## config.mk

```make
export PLATFORM = sky130hd
export DESIGN_NAME = i2s_rx_flat
export DESIGN_NICKNAME = d
export VERILOG_FILES = /design/src/rtl/i2s_rx_if.sv /design/src/rtl/i2s_rx.sv /design/src/flat_wrapper.sv
export SDC_FILE = /design/constraint.sdc
export NUM_CORES = 1
export LEC_CHECK = 0
export ABC_AREA = 1
export BUFFER_PORTS_ARGS = -buffer_cell sky130_fd_sc_hd__buf_4
export CAP_MARGIN = 20
export CELL_PAD_IN_SITES_DETAIL_PLACEMENT = 1
export CELL_PAD_IN_SITES_GLOBAL_PLACEMENT = 1
export CORE_MARGIN = 2
export CORE_UTILIZATION = 36
export DETAILED_ROUTE_END_ITERATION = 10
export GPL_TIMING_DRIVEN = 0
export PLACE_DENSITY = 0.79
export SLEW_MARGIN = 10
export SYNTH_ARGS = -nofsm -noshare
export SYNTH_HDL_FRONTEND = slang
export SYNTH_SLANG_ARGS = --single-unit
```

## constraint.sdc

```tcl
create_clock -name mclk -period 3.2 [get_ports mclk]
set_clock_uncertainty 0.05 [all_clocks]
set_input_delay 0.16 -clock mclk [delete_from_list [all_inputs] [get_ports mclk]]
set_output_delay 0.16 -clock mclk [all_outputs]
set_load 0.005 [all_outputs]
```

## src/rtl/i2s_rx_if.sv

```systemverilog
// i2s_rx_if: serial-side and parallel-side signals of the I2S receiver.
//   master modport : the receiver (drives clocks and the parallel word)
//   slave modport  : the ADC / downstream consumer side
interface i2s_rx_if;
    logic        sdin;
    logic        sclk;
    logic        lrclk;
    logic [23:0] data;
    logic        dvalid;
    logic        ch;

    modport master (
        input  sdin,
        output sclk,
        output lrclk,
        output data,
        output dvalid,
        output ch
    );

    modport slave (
        output sdin,
        input  sclk,
        input  lrclk,
        input  data,
        input  dvalid,
        input  ch
    );
endinterface

```

## src/rtl/i2s_rx.sv

```systemverilog
// i2s_rx: self-clocked I2S master receiver.
// Derives sclk = mclk/8 and lrclk = mclk/512 from a free-running 9-bit
// divider and deserialises 24-bit MSB-first words.
// The sample point is the sclk rising edge. The MSB is in slot 1 and the LSB is in slot 24.
// Optional build macro: I2S_RX_STEREO_EN
//   defined   -> both channels are captured; ch alternates 0/1.
//   undefined -> only left words are captured; ch is tied to 0.
module i2s_rx (
    input  logic         mclk,
    input  logic         rst,      // asynchronous, active-low
    i2s_rx_if.master     bus
);
    logic [8:0]  div_cnt_reg;
    logic [8:0]  div_cnt_next;
    logic        sclk_reg;
    logic        lrclk_reg;
    logic [23:0] shift_reg;
    logic [23:0] shift_next;
    logic [23:0] data_reg;
    logic        ch_reg;
    logic        ch_next;
    logic        dvalid_reg;

    logic [4:0]  slot;
    logic        sample_edge;
    logic        capture_en;
    logic        shift_en;
    logic        word_done;

    assign div_cnt_next = div_cnt_reg + 9'd1;
    assign slot         = div_cnt_reg[7:3];
    // The count moving from phase 3 to phase 4 is the sclk rising edge.
    assign sample_edge  = (div_cnt_reg[2:0] == 3'd3);

`ifdef I2S_RX_STEREO_EN
    assign capture_en = 1'b1;
    assign ch_next    = div_cnt_reg[8];
`else
    // Right half-frames are ignored entirely.
    assign capture_en = ~div_cnt_reg[8];
    assign ch_next    = 1'b0;
`endif

    assign shift_en  = sample_edge & capture_en & (slot >= 5'd1) & (slot <= 5'd23);
    assign word_done = sample_edge & capture_en & (slot == 5'd24);

    // shift_next is the register moved one place left with sdin entering at bit 0.
    // It also provides the completed word at the LSB edge.
    generate
        for (genvar gi = 0; gi < 24; gi++) begin : g_shift
            if (gi == 0) begin : g_lsb
                assign shift_next[gi] = bus.sdin;
            end else begin : g_upper
                assign shift_next[gi] = shift_reg[gi-1];
            end
        end
    endgenerate

    // Free-running divider. sclk and lrclk are registered copies of the next count,
    // so they always match div_cnt[2] and div_cnt[8].
    always_ff @(posedge mclk or negedge rst) begin
        if (!rst) begin
            div_cnt_reg <= 9'd0;
            sclk_reg    <= 1'b0;
            lrclk_reg   <= 1'b0;
        end else begin
            div_cnt_reg <= div_cnt_next;
            sclk_reg    <= div_cnt_next[2];
            lrclk_reg   <= div_cnt_next[8];
        end
    end

    // Deserialiser. After 23 shifts, shift[22:0] holds only bits of the current word.
    // A new word therefore never needs an explicit clear.
    always_ff @(posedge mclk or negedge rst) begin
        if (!rst) begin
            shift_reg <= 24'd0;
        end else if (shift_en) begin
            shift_reg <= shift_next;
        end
    end

    // Word completion: the LSB sample edge loads data and ch and pulses dvalid.
    always_ff @(posedge mclk or negedge rst) begin
        if (!rst) begin
            data_reg   <= 24'd0;
            ch_reg     <= 1'b0;
            dvalid_reg <= 1'b0;
        end else begin
            dvalid_reg <= word_done;
            if (word_done) begin
                data_reg <= shift_next;
                ch_reg   <= ch_next;
            end
        end
    end

    assign bus.sclk   = sclk_reg;
    assign bus.lrclk  = lrclk_reg;
    assign bus.data   = data_reg;
    assign bus.dvalid = dvalid_reg;
    assign bus.ch     = ch_reg;
endmodule

```

## src/flat_wrapper.sv

```systemverilog
// flat-port wrapper written by rule: the top's interface ports become plain ports
module i2s_rx_flat 
  (mclk, rst, bus_sdin, bus_sclk, bus_lrclk, bus_data, bus_dvalid, bus_ch);
  i2s_rx_if bus_i ();
  input  logic mclk;
  input  logic rst;
  input wire logic [$bits(bus_i.sdin)-1:0] bus_sdin;
  output wire logic [$bits(bus_i.sclk)-1:0] bus_sclk;
  output wire logic [$bits(bus_i.lrclk)-1:0] bus_lrclk;
  output wire logic [$bits(bus_i.data)-1:0] bus_data;
  output wire logic [$bits(bus_i.dvalid)-1:0] bus_dvalid;
  output wire logic [$bits(bus_i.ch)-1:0] bus_ch;
  assign bus_i.sdin = bus_sdin;
  assign bus_sclk = bus_i.sclk;
  assign bus_lrclk = bus_i.lrclk;
  assign bus_data = bus_i.data;
  assign bus_dvalid = bus_i.dvalid;
  assign bus_ch = bus_i.ch;
  i2s_rx u_core (.mclk(mclk), .rst(rst), .bus(bus_i));
endmodule
```

==> impl_metrics.json, run 1 <==
{
  "ctsHtreeMaxLevel": 3,
  "fin_tns_setup_ns": 0,
  "netlist_top_cells_area": "dfrtp_1 60%, nand2_1 17%, nand3_1 10%, inv_1 2.2%, buf_6 1.9%",
  "grt_setup_unrepaired": "no",
  "synth_edf_count": 0,
  "synth_seq_cells": 57,
  "io-pin-count": 31,
  "hpwlAfterDp_um": 3470,
  "initialDrtViolationCount": 95,
  "layout.nets": 307,
  "post_dp_cell_area_sq_um": 2700,
  "floorplan.die.height_um": 85.5,
  "final_area_sq_um": 2890,
  "outcome": "complete, no violations",
  "drt-pass1-iter-count": 5,
  "synth-seq-area-share": 0.597,
  "timing.max_slew.rel_slack": 0.513,
  "start_util": 0.374,
  "floorplan.die.width_um": 85.5,
  "fillerInstances": 780,
  "via_count": 1886,
  "cts-buffers-inserted": 9,
  "synth.distinct_cells": 18,
  "crit_fanout": 10,
  "synth_top_cells_by_count": "106 x nand2_1, 57 x dfrtp_1, 50 x nand3_1",
  "detail_route.vias_per_cell": 4.92,
  "port-buffer-count": 29,
  "max-vdd-ir-drop_uv": 178,
  "tightestPinTransition_ns": 0.731,
  "worst_ep_required_time_ns": 3.42,
  "worst_path_clk_slew_ns": 0.06,
  "grt_pass1_vias": 1876,
  "holdWs_ns": 0.0307,
  "coreArea_sq_um": 6390,
  "synth_top_flop_cell": "dfrtp_1",
  "total_power_mw": 1.36,
  "max-clock-path-buffers": 2,
  "grt_first_pass_wirelength_um": 8870,
  "final_min_period_over_clock_period": 0.538,
  "worstSetupEndpointType": "register",
  "flip_flop_count_of_the_largest_register_all_copies_and_words_added": 24,
  "pwr_density_cell_nw_per_um2": 470,
  "syn_avg_cell_area_sq_um": 9.15,
  "gpl.final_weighted_congestion": 0.754,
  "postRouteAntennaNets": 0,
  "final_layout_size_suffix_gt1_frac": 0.206,
  "async_flop_share": 1.00,
  "globalRoute.totalOverflow": 0,
  "clock-root-buffer": "clkbuf_8",
  "post_synthesis_cells": 261,
  "critPathLaunchType": "register",
  "postCtsSetupBuffers": 0,
  "grt_antenna_before_repair": 0,
  "synth_most_common_cell": "nand2_1",
  "synth.top_cell.area_share": 0.597,
  "count_of_yosys_warnings_during_synthesis": 0,
  "fmax_mhz": 581,
  "syn_area_sq_um": 2390,
  "wl_per_cell_um": 13.2,
  "antennaDiodeCount": 0,
  "drc": 0,
  "pin_count_of_the_biggest_net_entering_global_routing": 58,
  "die_area_sq_um": 7300,
  "cp.arrival_ns": 1.95,
  "syn-num-nets": 266,
  "hold_viol_final": 0,
  "max_capacitance_violation_count": 0,
  "clock_latency_ns": 0.33,
  "cts.sinks": 57,
  "globalRouteTotalUtil": 0.155,
  "area_delta_synth_final_pct": 21.1,
  "tritoncts": "yes",
  "fin_crit_ns": 1.72,
  "fp-row-count": 29,
  "postRouteWirelength_um": 5050,
  "worstSetupPathType": "register to register",
  "netlist.top_cell.by_area": "dfrtp_1",
  "static-leakage-power_nw": 1.64,
  "setup-violations-final": 0,
  "final_max_slew_viol_count": 0,
  "hold_path.class": "input pin to register"
}
[path summary, 6_finish.rpt]
kind / from / to / slack (ns) / depth (start not counted)
worst max register to register: u_core.div_cnt_reg[0] / u_core.bus.data[13] / 1.48 / 7
min in group asynchronous: rst / u_core.div_cnt_reg[0] / 0.36 / 2
worst min register to register: u_core.div_cnt_reg[0] / u_core.div_cnt_reg[0] / 0.41 / 1
worst max-delay path: u_core.div_cnt_reg[0] / u_core.bus.data[13] / 1.48 / 7
max in group asynchronous: rst / u_core.shift_reg[9] / 2.23 / 2
worst min-delay path: bus_sdin / u_core.shift_reg[0] / 0.03 / 3
[layer usage]
layer,global-route usage,vias up,routed length (um),part of all wire
li1,-,908,-,-
met1,0.206,934,2370,0.47
met2,0.243,35,2410,0.48
met3,0.0331,9,176,0.035
met4,0.0736,0,95,0.019
met5,0,-,0,0
[cell type report]
cell class,instances,area (sq um),share of cell area
sequential,57,1430,0.493
tap,77,96.3,0.0333
clock inverter,3,15.0,0.00519
clock buffer,12,165,0.0571
inverter,14,52.6,0.0182
multi-input combinational,177,812,0.281
timing repair buffer,30,228,0.0787
buffer,13,97.6,0.0337
[worst max-delay path, stage by stage, from the launching register on]
cell     delay (ns)
dfrtp_1        0.37
ha_1           0.23
ha_1           0.17
nand2_1        0.15
nor2_4         0.23
buf_2          0.27
nand3_1        0.13
nand2_1        0.08
[cell usage in the layout (no fill, tap or decap), drive strengths merged, types with 3 or more instances in the layout]
master,instances
clkbuf,12
buf,42
dfrtp,57
clkinv,3
nand3,51
xor2,3
inv,14
nand4,3
nor2,7
nand2,108
[cell families after synthesis]
group / synth area share
AOI/OAI and AO/OA: 0.00209
xor gates and xnor gates: 0.0110
adders and majority gates: 0.0105
buffers and inverters: 0.0629
DFF: 0.597
other: 0.00157
and+or+nand+nor: 0.315
[timing repair]
action,4_1_cts,5_1_grt
resized for setup,0,0
endpoints found under the hold margin,57,0
hold buffers,1,0
[metrics by stage]
stage / worst slack (ns) / util / std cells
2_1_floorplan: 1.69 / - / 261
3_3_place_gp: 1.50 / 0.423 / 367
3_5_place_dp: 1.46 / 0.423 / 367
4_1_cts: 1.45 / 0.453 / 383
5_1_grt: 1.30 / 0.453 / 383
6_report: 1.48 / 0.453 / 383
[power breakdown]
| part | internal (mW) | switching, mW | total (mW) |
|---|---|---|---|
| clock network | 0.336 | 0.276 | 0.612 |
| registers | 0.724 | 0.00275 | 0.727 |
| logic | 0.00432 | 0.0160 | 0.0203 |
| total | 1.06 | 0.295 | 1.36 |
Power figures use the tool's default switching activity.
==> run 2, diff against run 1 <==
- clock period: 3.2 -> 1.8 ns (I/O delays scaled with it)
==> impl_metrics.json, run 2 (synthesis gave the netlist of run 1 again) <==
{
  "outcome": "complete, no violations",
  "gpl.final_weighted_congestion": 0.754,
  "grt_antenna_before_repair": 0,
  "layout.core_utilization": 0.457,
  "via_count": 1872,
  "drc": 0,
  "total_power_mw": 2.42,
  "r2r_slack_ns": 0.16,
  "postRouteAntennaNets": 0,
  "fmax_mhz": 609,
  "max-clock-path-buffers": 2,
  "globalRouteTotalUtil": 0.156,
  "port-buffer-count": 29,
  "fin_tns_setup_ns": 0,
  "worstSetupEndpointType": "register",
  "detail_route.vias_per_cell": 4.86,
  "floorplan.die.height_um": 85.5,
  "hold_viol_final": 0,
  "hpwlAfterDp_um": 3470,
  "ctsHtreeMaxLevel": 3,
  "drt-pass1-iter-count": 4,
  "cp.arrival_ns": 1.82,
  "grt_setup_unrepaired": "no",
  "final_common_cell": "nand2_1",
  "critPathLaunchType": "register",
  "fp-row-count": 29,
  "start_util": 0.374,
  "layout.nets": 309,
  "area_delta_synth_final_pct": 22.3,
  "postRouteWirelength_um": 5090,
  "antennaDiodeCount": 0,
  "coreArea_sq_um": 6390,
  "floorplan.die.width_um": 85.5,
  "r2r-start": "u_core.div_cnt_reg[0]",
  "flip_flop_count_of_the_largest_register_all_copies_and_words_added": 24,
  "worstSetupPathType": "register to register",
  "tritoncts": "yes",
  "clock-root-buffer": "clkbuf_8",
  "die_area_sq_um": 7300,
  "final_layout_size_suffix_gt1_frac": 0.218,
  "reg2reg_to": "u_core.bus.data[22]",
  "timing.max_slew.rel_slack": 0.514,
  "final_cell_mix": "104 x nand2_1, 57 x dfrtp_1, 50 x nand3_1, 33 x buf_4, 14 x inv_1",
  "clock_latency_ns": 0.33,
  "post_dp_cell_area_sq_um": 2700,
  "worst_path_clk_slew_ns": 0.06,
  "initialDrtViolationCount": 96,
  "grt_first_pass_wirelength_um": 8890,
  "final_area_sq_um": 2920,
  "final_max_slew_viol_count": 0,
  "setup-violations-final": 0,
  "tightestPinTransition_ns": 0.729,
  "max-vdd-ir-drop_uv": 316,
  "io-pin-count": 31,
  "static-leakage-power_nw": 1.65,
  "grt_pass1_vias": 1885,
  "cts.sinks": 57,
  "pwr_density_cell_nw_per_um2": 828,
  "worst_ep_required_time_ns": 1.98,
  "wl_per_cell_um": 13.2,
  "max_capacitance_violation_count": 0,
  "cts-buffers-inserted": 9,
  "final_min_period_over_clock_period": 0.913,
  "crit_fanout": 10,
  "pin_count_of_the_biggest_net_entering_global_routing": 58,
  "fin_crit_ns": 1.64,
  "fillerInstances": 777,
  "hold_path.class": "input pin to async pin",
  "globalRoute.totalOverflow": 0,
  "reg2reg_depth": 8
}
==> run 2: changes by cell type in the layout (fill, tap and decap cells not counted) <==
cell / before / now
ha_2: 0 / 1
buf_4: 32 / 33
nand2_1: 106 / 104
buf_2: 6 / 5
clkbuf_4: 0 / 1
ha_1: 2 / 1
dlygate4sd3_1: 1 / 2
nand2_2: 1 / 3
==> run 2: routing by layer <==
metal,wire (um),GRT usage,share of wire
met5,0,0,0
met4,96,0.0736,0.019
met2,2420,0.244,0.47
met3,159,0.0321,0.031
met1,2420,0.207,0.48
==> run 2: repair_timing <==
action,CTS,global route
setup endpoints to repair,0,40
endpoints found under the hold margin,59,0
gates resized for setup,0,4
hold buffers,2,0
buffers inserted,0,1
==> run 2: where the power goes <==
group	switching (mW)	internal, mW
Sequential	0.00488	1.29
Combinational	0.0286	0.00907
Clock	0.493	0.597
Total	0.526	1.89
==> run 2: cell type report <==
| class | count | area [sq um] | share of cell area |
|---|---|---|---|
| buffer | 13 | 100 | 0.0343 |
| clock buffer | 12 | 165 | 0.0566 |
| clock inverter | 3 | 15.0 | 0.00514 |
| inverter | 14 | 52.6 | 0.0180 |
| multi-input combinational | 177 | 820 | 0.281 |
| sequential | 57 | 1430 | 0.488 |
| tap | 77 | 96.3 | 0.0330 |
| timing repair buffer | 32 | 245 | 0.0840 |
==> run 2: through the flow <==
step,hold WS [ns],instances,worst slack [ns]
floorplan,-0.256,261,0.286
global placement,0.145,367,0.105
detailed placement,0.155,367,0.0599
CTS,0.334,384,0.0502
global route,0.390,385,0.0218
finish,0.292,385,0.157
==> run 2: how the worst max path moves through the flow <==
stage	startpoint	endpoint	slack, ns	cells after the start
after detailed placement	u_core.div_cnt_reg[0]	u_core.shift_reg[19]	0.06	8
after CTS	u_core.div_cnt_reg[0]	u_core.shift_reg[19]	0.05	8
after floorplan	u_core.div_cnt_reg[0]	u_core.shift_reg[0]	0.29	8
after global routing	u_core.div_cnt_reg[0]	u_core.bus.data[4]	0.02	8
after global placement	u_core.div_cnt_reg[0]	u_core.bus.data[13]	0.10	7
final	u_core.div_cnt_reg[0]	u_core.bus.data[22]	0.16	8
==> run 2: worst max-delay path: stages (launching register included) <==
cell     delay (ns)
dfrtp_1        0.37
ha_2           0.22
ha_1           0.17
nand2_2        0.10
nor2_4         0.22
nand2_4        0.11
buf_6          0.17
nand2_1        0.07
nand2_1        0.05
==> run 3, diff against run 2 <==
- RECOVER_POWER: default -> 100
==> impl_metrics.json, run 3 (synthesis gave the netlist of run 1 again) <==
{
  "reg2reg_to": "u_core.bus.data[22]",
  "area_delta_synth_final_pct": 22.2,
  "grt_antenna_before_repair": 0,
  "total_power_mw": 2.42,
  "sequentialPowerShare": 0.534,
  "grt_setup_unrepaired": "no",
  "power.clock.fraction": 0.451,
  "cts.sinks": 57,
  "critPathCapture": "u_core.bus.data[22]",
  "timing.max_slew.rel_slack": 0.151,
  "drc": 0,
  "reg2reg_depth": 8,
  "ctsHtreeMaxLevel": 3,
  "globalRouteTotalUtil": 0.156,
  "wl_per_cell_um": 13.2,
  "initialDrtViolationCount": 101,
  "pin_count_of_the_biggest_net_entering_global_routing": 58,
  "via_count": 1875,
  "drt-pass1-iter-count": 4,
  "critPathLaunchType": "register",
  "worstSetupEndpointType": "register",
  "power.net_switching_mw": 0.528,
  "io-pin-count": 31,
  "floorplan.die.width_um": 85.5,
  "floorplan.die.height_um": 85.5,
  "globalRoute.totalOverflow": 0,
  "fillerInstances": 778,
  "worst_path_clk_slew_ns": 0.06,
  "r2r-start": "u_core.div_cnt_reg[0]",
  "pwr_density_cell_nw_per_um2": 830,
  "worstSetupPathType": "register to register",
  "crit_fanout": 10,
  "hpwlAfterDp_um": 3470,
  "clock-root-buffer": "clkbuf_8",
  "hold_path.class": "register to register",
  "static-leakage-power_nw": 1.63,
  "grt_pass1_vias": 1885,
  "outcome": "complete, no violations",
  "antennaDiodeCount": 0,
  "swShare": 0.218,
  "fp-row-count": 29,
  "die_area_sq_um": 7300,
  "worst_setup_path_startpoint": "u_core.div_cnt_reg[0]",
  "cts-buffers-inserted": 9,
  "share_comb_of_total_power": 0.015,
  "cp.arrival_ns": 1.83,
  "hold_viol_final": 0,
  "clock_latency_ns": 0.33,
  "layout.nets": 309,
  "final_max_slew_viol_count": 0,
  "start_util": 0.374,
  "final_min_period_over_clock_period": 0.918,
  "final_layout_size_suffix_gt1_frac": 0.218,
  "tritoncts": "yes",
  "fin_crit_ns": 1.65,
  "worst_ep_required_time_ns": 1.97,
  "p_int_mw": 1.89,
  "max-vdd-ir-drop_uv": 316,
  "max-clock-path-buffers": 2,
  "port-buffer-count": 29,
  "setup-violations-final": 0,
  "coreArea_sq_um": 6390,
  "r2r_slack_ns": 0.15,
  "grt_first_pass_wirelength_um": 8890,
  "max_capacitance_violation_count": 0,
  "final_common_cell": "nand2_1",
  "tightestPinTransition_ns": 1.27,
  "postRouteAntennaNets": 0,
  "flip_flop_count_of_the_largest_register_all_copies_and_words_added": 24,
  "final_cell_mix": "104 x nand2_1, 57 x dfrtp_1, 50 x nand3_1, 29 x clkbuf_4, 14 x inv_1",
  "gpl.final_weighted_congestion": 0.754,
  "detail_route.vias_per_cell": 4.87,
  "fmax_mhz": 605,
  "fin_tns_setup_ns": 0,
  "holdWs_ns": 0.411,
  "postRouteWirelength_um": 5080
}
## run 3: changes by cell type in the layout (fill, tap and decap cells not counted)
cell / change
clkbuf_2: +3
buf_4: -29
buf_2: -2
clkbuf_4: +28
## run 3: per-stage QoR
stage	worst slack [ns]	cells	utilization	cell area, sq um
floorplan	0.286	261	-	2390
global placement	0.105	367	0.423	2700
detailed placement	0.0599	367	0.423	2700
CTS	0.0502	384	0.455	2900
global route	0.0211	385	0.457	2920
finish	0.148	385	0.457	2920
## run 3: how the worst min path moves through the flow
stage | startpoint | endpoint | depth (start not counted) | slack, ns
6_report | u_core.div_cnt_reg[0] | u_core.div_cnt_reg[0] | 1 | 0.41
5_1_grt | u_core.div_cnt_reg[0] | u_core.div_cnt_reg[0] | 1 | 0.44
4_1_cts | rst | u_core.div_cnt_reg[0] | 2 | 0.33
3_5_place_dp | rst | u_core.div_cnt_reg[0] | 1 | 0.15
3_3_place_gp | rst | u_core.div_cnt_reg[0] | 1 | 0.14
2_1_floorplan | rst | u_core.bus.data[0] | 0 | -0.26
## run 3: repair_timing
action	4_1_cts	5_1_grt
setup buffers	0	1
endpoints found under the hold margin	59	0
endpoints found under the setup margin	0	40
resized for setup	0	4
hold buffers	2	0
## run 3: routing by layer
layer	up-vias	share of wire	global-route usage
met3	9	0.031	0.0321
li1	913	-	-
met1	923	0.47	0.207
met5	-	0	0
met2	30	0.48	0.244
met4	0	0.018	0.0736
## run 3: cell type report
class / count / area (sq um) / share of cell area
timing repair buffer: 32 / 243 / 0.0832
multi-input combinational: 177 / 820 / 0.281
tap: 77 / 96.3 / 0.0330
clock inverter: 3 / 15.0 / 0.00515
buffer: 13 / 100 / 0.0343
inverter: 14 / 52.6 / 0.0180
sequential: 57 / 1430 / 0.489
clock buffer: 12 / 165 / 0.0566
## run 3: power by group through the flow
stage               combinational [mW]  clock, mW  sequential, mW
floorplan                      0.00612          0            1.31
global placement                0.0359          0            1.32
detailed placement              0.0370          0            1.32
CTS                             0.0404       1.11            1.29
global route                    0.0435       1.18            1.29
finish                          0.0369       1.09            1.29
## run 3: worst max-delay path, stage by stage, from the launching register on
cell and delay [ns]:
dfrtp_1 0.37, ha_2 0.22, ha_1 0.17, nand2_2 0.10, nor2_4 0.22, nand2_4 0.11
buf_6 0.17, nand2_1 0.08, nand2_1 0.05
